--- config.mk ---
export PLATFORM = sky130hd
export DESIGN_NAME = uart_rx_frame_ctrl
export DESIGN_NICKNAME = d
export VERILOG_FILES = /design/src/rtl/uart_rx_pkg.sv /design/src/rtl/uart_rx_frame_ctrl_edge_bit_counter.sv /design/src/rtl/uart_rx_frame_ctrl.sv
export SDC_FILE = /design/constraint.sdc
export NUM_CORES = 1
export LEC_CHECK = 0
export BUFFER_PORTS_ARGS = -buffer_cell sky130_fd_sc_hd__buf_2
export CORE_MARGIN = 2
export CORE_UTILIZATION = 61
export DETAILED_ROUTE_END_ITERATION = 8
export GPL_ROUTABILITY_DRIVEN = 1
export PLACE_DENSITY = 0.84
export SYNTH_ARGS = -nofsm -noshare
export SYNTH_HDL_FRONTEND = slang
export SYNTH_SLANG_ARGS = --single-unit
--- constraint.sdc ---
create_clock -name clk -period 4.72 [get_ports clk]
set_input_delay 0.236 -clock clk [delete_from_list [all_inputs] [get_ports clk]]
set_output_delay 0.236 -clock clk [all_outputs]
set_load 0.1 [all_outputs]
--- src/rtl/uart_rx_pkg.sv ---
// Shared types and constants for the UART receiver frame path.
// Holds the frame FSM state encoding, the data width and the legal oversampling ratios.
package uart_rx_pkg;

  localparam int unsigned DATA_WIDTH = 8;
  localparam int unsigned PRESCALE_W = 6;

  localparam logic [PRESCALE_W-1:0] PRESCALE_8  = 6'd8;
  localparam logic [PRESCALE_W-1:0] PRESCALE_16 = 6'd16;
  localparam logic [PRESCALE_W-1:0] PRESCALE_32 = 6'd32;

  typedef enum logic [2:0] {
    IDLE,
    START,
    DATA,
    PARITY,
    STOP
  } rx_state_e;

  function automatic logic prescale_legal(input logic [PRESCALE_W-1:0] p);
    return (p == PRESCALE_8) || (p == PRESCALE_16) || (p == PRESCALE_32);
  endfunction

endpackage

--- src/rtl/uart_rx_frame_ctrl_edge_bit_counter.sv ---
// Oversample edge counter and bit counter for the UART receiver.
// edge_count wraps at prescale-1 and advances bit_count; bit_end_o flags that cycle.
module edge_bit_counter #(
  parameter int unsigned PRESCALE_W = 6,
  parameter int unsigned BIT_CNT_W  = 4
) (
  input  logic                  clk,
  input  logic                  rstn,
  input  logic                  en_i,
  input  logic                  clr_i,
  input  logic                  bit_clr_i,
  input  logic [PRESCALE_W-1:0] prescale_i,
  output logic [PRESCALE_W-1:0] edge_count_o,
  output logic [BIT_CNT_W-1:0]  bit_count_o,
  output logic                  bit_end_o
);

  logic [PRESCALE_W-1:0] edge_q, edge_d;
  logic [BIT_CNT_W-1:0]  bit_q, bit_d;
  logic                  wrap;

  assign wrap      = (edge_q == (prescale_i - PRESCALE_W'(1)));
  assign bit_end_o = en_i && wrap;

  always_comb begin
    edge_d = edge_q;
    bit_d  = bit_q;
    if (clr_i) begin
      edge_d = '0;
    end else if (en_i) begin
      if (wrap) begin
        edge_d = '0;
        bit_d  = bit_q + BIT_CNT_W'(1);
      end else begin
        edge_d = edge_q + PRESCALE_W'(1);
      end
    end
    if (bit_clr_i) begin
      bit_d = '0;
    end
  end

  always_ff @(posedge clk or negedge rstn) begin
    if (!rstn) begin
      edge_q <= '0;
      bit_q  <= '0;
    end else begin
      edge_q <= edge_d;
      bit_q  <= bit_d;
    end
  end

  assign edge_count_o = edge_q;
  assign bit_count_o  = bit_q;

endmodule

--- src/rtl/uart_rx_frame_ctrl.sv ---
// UART receiver frame controller: start detection, bit timing, deserialization,
// parity/stop checking and delivery of validated bytes on P_DATA with data_valid.
module uart_rx_frame_ctrl #(
  parameter int unsigned DATA_WIDTH = uart_rx_pkg::DATA_WIDTH,
  parameter int unsigned PRESCALE_W = uart_rx_pkg::PRESCALE_W
) (
  input  logic                  clk,
  input  logic                  rstn,
  input  logic                  RX_IN,
  input  logic [PRESCALE_W-1:0] prescale,
  input  logic                  PAR_EN,
  input  logic                  PAR_TYP,
  input  logic                  sampled_bit,
  output logic [PRESCALE_W-1:0] edge_count,
  output logic                  dat_samp_en,
  output logic [DATA_WIDTH-1:0] P_DATA,
  output logic                  data_valid,
  output logic                  parity_error,
  output logic                  stop_error
);

  import uart_rx_pkg::*;

  // Start bit is bit 0, data bits are 1..DATA_WIDTH, then parity/stop.
  localparam int unsigned BIT_CNT_W = $clog2(DATA_WIDTH + 4);

  rx_state_e             state_q, state_d;
  logic [DATA_WIDTH-1:0] shift_q, shift_d;
  logic [DATA_WIDTH-1:0] p_data_q, p_data_d;
  logic                  par_en_q, par_en_d;
  logic                  par_typ_q, par_typ_d;
  logic                  parity_error_q, parity_error_d;
  logic                  stop_error_q, stop_error_d;
  logic                  data_valid_q, data_valid_d;

  logic                  cnt_en;
  logic                  start_det;
  logic                  bit_end;
  logic [BIT_CNT_W-1:0]  bit_count;

  assign start_det = (state_q == IDLE) && !RX_IN;
  // Gated with rstn so the sampler enable also drops while reset is held.
  assign cnt_en    = rstn && ((state_q != IDLE) || !RX_IN);

  edge_bit_counter #(
    .PRESCALE_W (PRESCALE_W),
    .BIT_CNT_W  (BIT_CNT_W)
  ) u_edge_bit_counter (
    .clk          (clk),
    .rstn         (rstn),
    .en_i         (cnt_en),
    .clr_i        ((state_q == IDLE) && RX_IN),
    .bit_clr_i    (state_q == IDLE),
    .prescale_i   (prescale),
    .edge_count_o (edge_count),
    .bit_count_o  (bit_count),
    .bit_end_o    (bit_end)
  );

  always_comb begin
    state_d        = state_q;
    shift_d        = shift_q;
    p_data_d       = p_data_q;
    par_en_d       = par_en_q;
    par_typ_d      = par_typ_q;
    parity_error_d = parity_error_q;
    stop_error_d   = stop_error_q;
    data_valid_d   = 1'b0;

    unique case (state_q)
      IDLE: begin
        if (start_det) begin
          state_d        = START;
          parity_error_d = 1'b0;
          stop_error_d   = 1'b0;
          par_en_d       = PAR_EN;
          par_typ_d      = PAR_TYP;
        end
      end
      START: begin
        if (bit_end) begin
          state_d = sampled_bit ? IDLE : DATA;
        end
      end
      DATA: begin
        if (bit_end) begin
          shift_d = {sampled_bit, shift_q[DATA_WIDTH-1:1]};
          if (bit_count == BIT_CNT_W'(DATA_WIDTH)) begin
            state_d = par_en_q ? PARITY : STOP;
          end
        end
      end
      PARITY: begin
        if (bit_end) begin
          parity_error_d = (sampled_bit != ((^shift_q) ^ par_typ_q));
          state_d        = STOP;
        end
      end
      STOP: begin
        if (bit_end) begin
          stop_error_d = ~sampled_bit;
          if (sampled_bit && !(par_en_q && parity_error_q)) begin
            p_data_d     = shift_q;
            data_valid_d = 1'b1;
          end
          state_d = IDLE;
        end
      end
      default: state_d = IDLE;
    endcase
  end

  always_ff @(posedge clk or negedge rstn) begin
    if (!rstn) begin
      state_q        <= IDLE;
      shift_q        <= '0;
      p_data_q       <= '0;
      par_en_q       <= 1'b0;
      par_typ_q      <= 1'b0;
      parity_error_q <= 1'b0;
      stop_error_q   <= 1'b0;
      data_valid_q   <= 1'b0;
    end else begin
      state_q        <= state_d;
      shift_q        <= shift_d;
      p_data_q       <= p_data_d;
      par_en_q       <= par_en_d;
      par_typ_q      <= par_typ_d;
      parity_error_q <= parity_error_d;
      stop_error_q   <= stop_error_d;
      data_valid_q   <= data_valid_d;
    end
  end

  assign dat_samp_en  = cnt_en;
  assign P_DATA       = p_data_q;
  assign data_valid   = data_valid_q;
  assign parity_error = parity_error_q;
  assign stop_error   = stop_error_q;

endmodule

==> flow_summary.yaml <==
yosys:
  synth_ff_type: "dfrtp_1"
  synth_edf_count: 0
  ys_ff_latch: 34
  yosys.cell_types.count: 46
  synth_area_leader_cell: "dfrtp_1"
  syn_area_sq_um: 1968
  avgSynthCellArea_sq_um: 11.31
  synth_most_common_cell: "dfrtp_1"
  synth.top_cell.area_share_pct: 43.23
  synth_common_cells: "dfrtp_1 (34), mux2_2 (20), xnor2_1 (13)"
  synth_seq_area_share_pct: 43.23
  syn-num-nets: 190
  synth_area_leaders: "dfrtp_1 (43%), mux2_2 (11%), xnor2_1 (5.8%)"
  syn_inst: 174
  async_flop_share_pct: 100.0
  yosys_warnings: 0
cts:
  cts_setup_buffers: 0
  h-tree-depth: 2
  clock_sinks: 34
  cts.clk_slew.worst_paths_ps: 110
  clk_latency_ps: 340
  cts_tree: "yes"
  clock_path_buffers: 2
  ctsHoldBuffers: 0
  numCtsBuffers: 5
  ctsResizeCount: 0
  root_buffer: "clkbuf_4"
worst_setup_path:
  timing_worst_setup_path_type: "flop to output pin"
  critical_path.max_fanout: 10
  critical_path_arrival_ps: 2040
  critPathLaunchType: "flop"
  r2r_setup_slack_ps: 2530
  endpoint_kind: "output pin"
  critical_path_required_ps: 4480
timing:
  fin_crit_sh_pct: 48.31
  slew_headroom_pct: 42.40
  fin_worst_skew_ps: 10.20
  post-route-min-period_ps: 2280
  drv_slew: 0
  whs_ps: -14.94
  hold_violations: 5
  tns_ps: 0
  setup_violations: 0
  rsz0062_at_grt: "no"
  tightest_slew_ps: 864.1
  fmax_mhz: 438.6
die:
  fp-row-count: 20
  die_area_sq_um: 3697
  initial_utilization_pct: 64.47
  io_pins: 30
  dieWidth_microns: 60.80
  die-height_microns: 60.80
  core_sq_um: 3053
power:
  peakVddDrop_mv: 0.5586
  seq_power_share_pct: 40.5
  p_sw_mw: 0.4274
  p_comb_share_pct: 41.5
  leakage_nw: 1.057
  p_per_area_nw_per_um2: 431.5
  pwr-share-clk_pct: 18.0
  internal_power_mw: 0.5212
  p_sw_share_pct: 45.06
global_route:
  grt_antenna_before_repair: 0
  grt_use_total_pct: 23.25
  grt_pass1_vias: 1350
  grt_max_degree: 41
  overflow: 0
  grt_pass1_wl_microns: 6327
placed_design:
  gp_congestion: 0.9124
  placed_cell_area_sq_um: 2135
  portBuffers: 29
  place_hpwl_microns: 2828
  place_inst: 241
hold_path:
  hold_class: "input pin to async pin"
status:
  violations: "negative hold slack"
  status: "complete, but fails checks"
final_layout:
  multi_input_area_sq_um: 1054
  nFillCells: 230
  final_net_count: 220
  layout-drive-gt1-share_pct: 33.66
  area_delta_synth_final_pct: 11.70
  fin_util_pct: 72.01
  regArea_sq_um: 850.8
  fin_cells: 249
  final_area_sq_um: 2198
  diodes: 0
detailed_routing:
  drtAntennaViolNets: 0
  drtPass1Iterations: 6
  totalWireLength_microns: 3802
  route.detailed.drc: 0
  dr_total_vias: 1455
  via_per_inst: 5.843
  first_iter_violations: 86
  wl_per_cell_microns: 15.27
job:
  max-cap-violations: 0
-- final timing paths --
| check | startpoint | end | cells after the start |
|---|---|---|---|
| max | state_q[0]$_DFFE_PN0P_ | dat_samp_en | 4 |
| min | rstn | stop_error$_DFFE_PN0P_ | 1 |
| max reg2reg | u_edge_bit_counter.edge_count_o[5]$_DFFE_PN0P_ | P_DATA[7]$_DFFE_PN0P_ | 5 |
| min reg2reg | P_DATA[5]$_DFFE_PN0P_ | P_DATA[5]$_DFFE_PN0P_ | 1 |
| max in group asynchronous | rstn | P_DATA[6]$_DFFE_PN0P_ | 1 |
| min in group clk | PAR_EN | par_en_q$_DFFE_PN0P_ | 2 |
-- per-stage QoR --
| stage | setup WS (ps) | total power, mW |
|---|---|---|
| floorplan | 2251 | 0.7090 |
| detailed placement | 2445 | 0.7778 |
| CTS | 2447 | 0.9500 |
| finish | 2440 | 0.9485 |
| global placement | 2530 | 0.7658 |
| global route | 2355 | 1.002 |
-- layer usage --
metal  GRT usage, %  share of wire [%]  wire (microns)  vias to the layer above
met5              0                  0               0                        -
met4          5.901                1.5              58                        0
met3          6.823                5.8             220                       10
met2          35.94                 48            1820                       60
met1          32.33                 45            1703                      689
li1               -                  -               -                      696
-- final cells by class --
type,instances,share of cell area [%]
multi-input combinational,126,47.92
sequential,34,38.70
tap,44,2.504
clock inverter,2,0.5692
timing repair buffer,29,6.602
clock buffer,6,2.334
inverter,8,1.366
-- cells in the final DEF (no fill, tap or decap), types with 2 or more instances in the layout --
cell / instances
a221o_1: 3
mux2_2: 20
a21oi_1: 6
o41ai_1: 2
xnor2_1: 13
o21ai_0: 7
nand2b_1: 4
clkbuf_4: 5
nand2_1: 8
and2_1: 2
inv_1: 8
nor2b_1: 4
a22o_1: 3
and3_1: 2
o211a_1: 2
mux2i_1: 2
ha_1: 4
nand3_1: 8
nor2_1: 8
xor2_1: 3
nor3_1: 3
buf_2: 29
dfrtp_1: 34
-- power groups by stage --
stage / Combinational [mW] / Clock, mW / Sequential [mW]
final: 0.393 / 0.171 / 0.385
after detailed placement: 0.390 / 0 / 0.388
after global placement: 0.379 / 0 / 0.386
after global routing: 0.422 / 0.189 / 0.392
after CTS: 0.391 / 0.176 / 0.383
after floorplan: 0.249 / 0 / 0.460
-- flip-flops by register name (all words and copies together), names as in the netlist --
register / flops
P_DATA: 8
shift_q: 8
u_edge_bit_counter.edge_count_o: 6
u_edge_bit_counter.bit_count_o: 4
state_q: 3
data_valid: 1
par_en_q: 1
par_typ_q: 1
parity_error: 1
stop_error: 1
-- cells by family (layout without fill, tap and decap cells) --
logic type,count (synthesis),after routing,share of synthesized area (%)
XOR/XNOR,17,17,7.947
buffers and inverters,14,45,3.242
AND/OR/NAND/NOR,49,49,15.07
adder cells (fa/ha/maj),4,4,2.543
AO/OA/AOI/OAI,34,34,15.51
flip-flops,34,34,43.23
multiplexers,22,22,12.46
-- worst max-delay path, stage by stage (launching register included) --
cell and delay, ps:
dfrtp_1 500, or3_1 540, o21ai_4 240, inv_1 120, buf_2 310
Power figures use the tool's default switching activity.
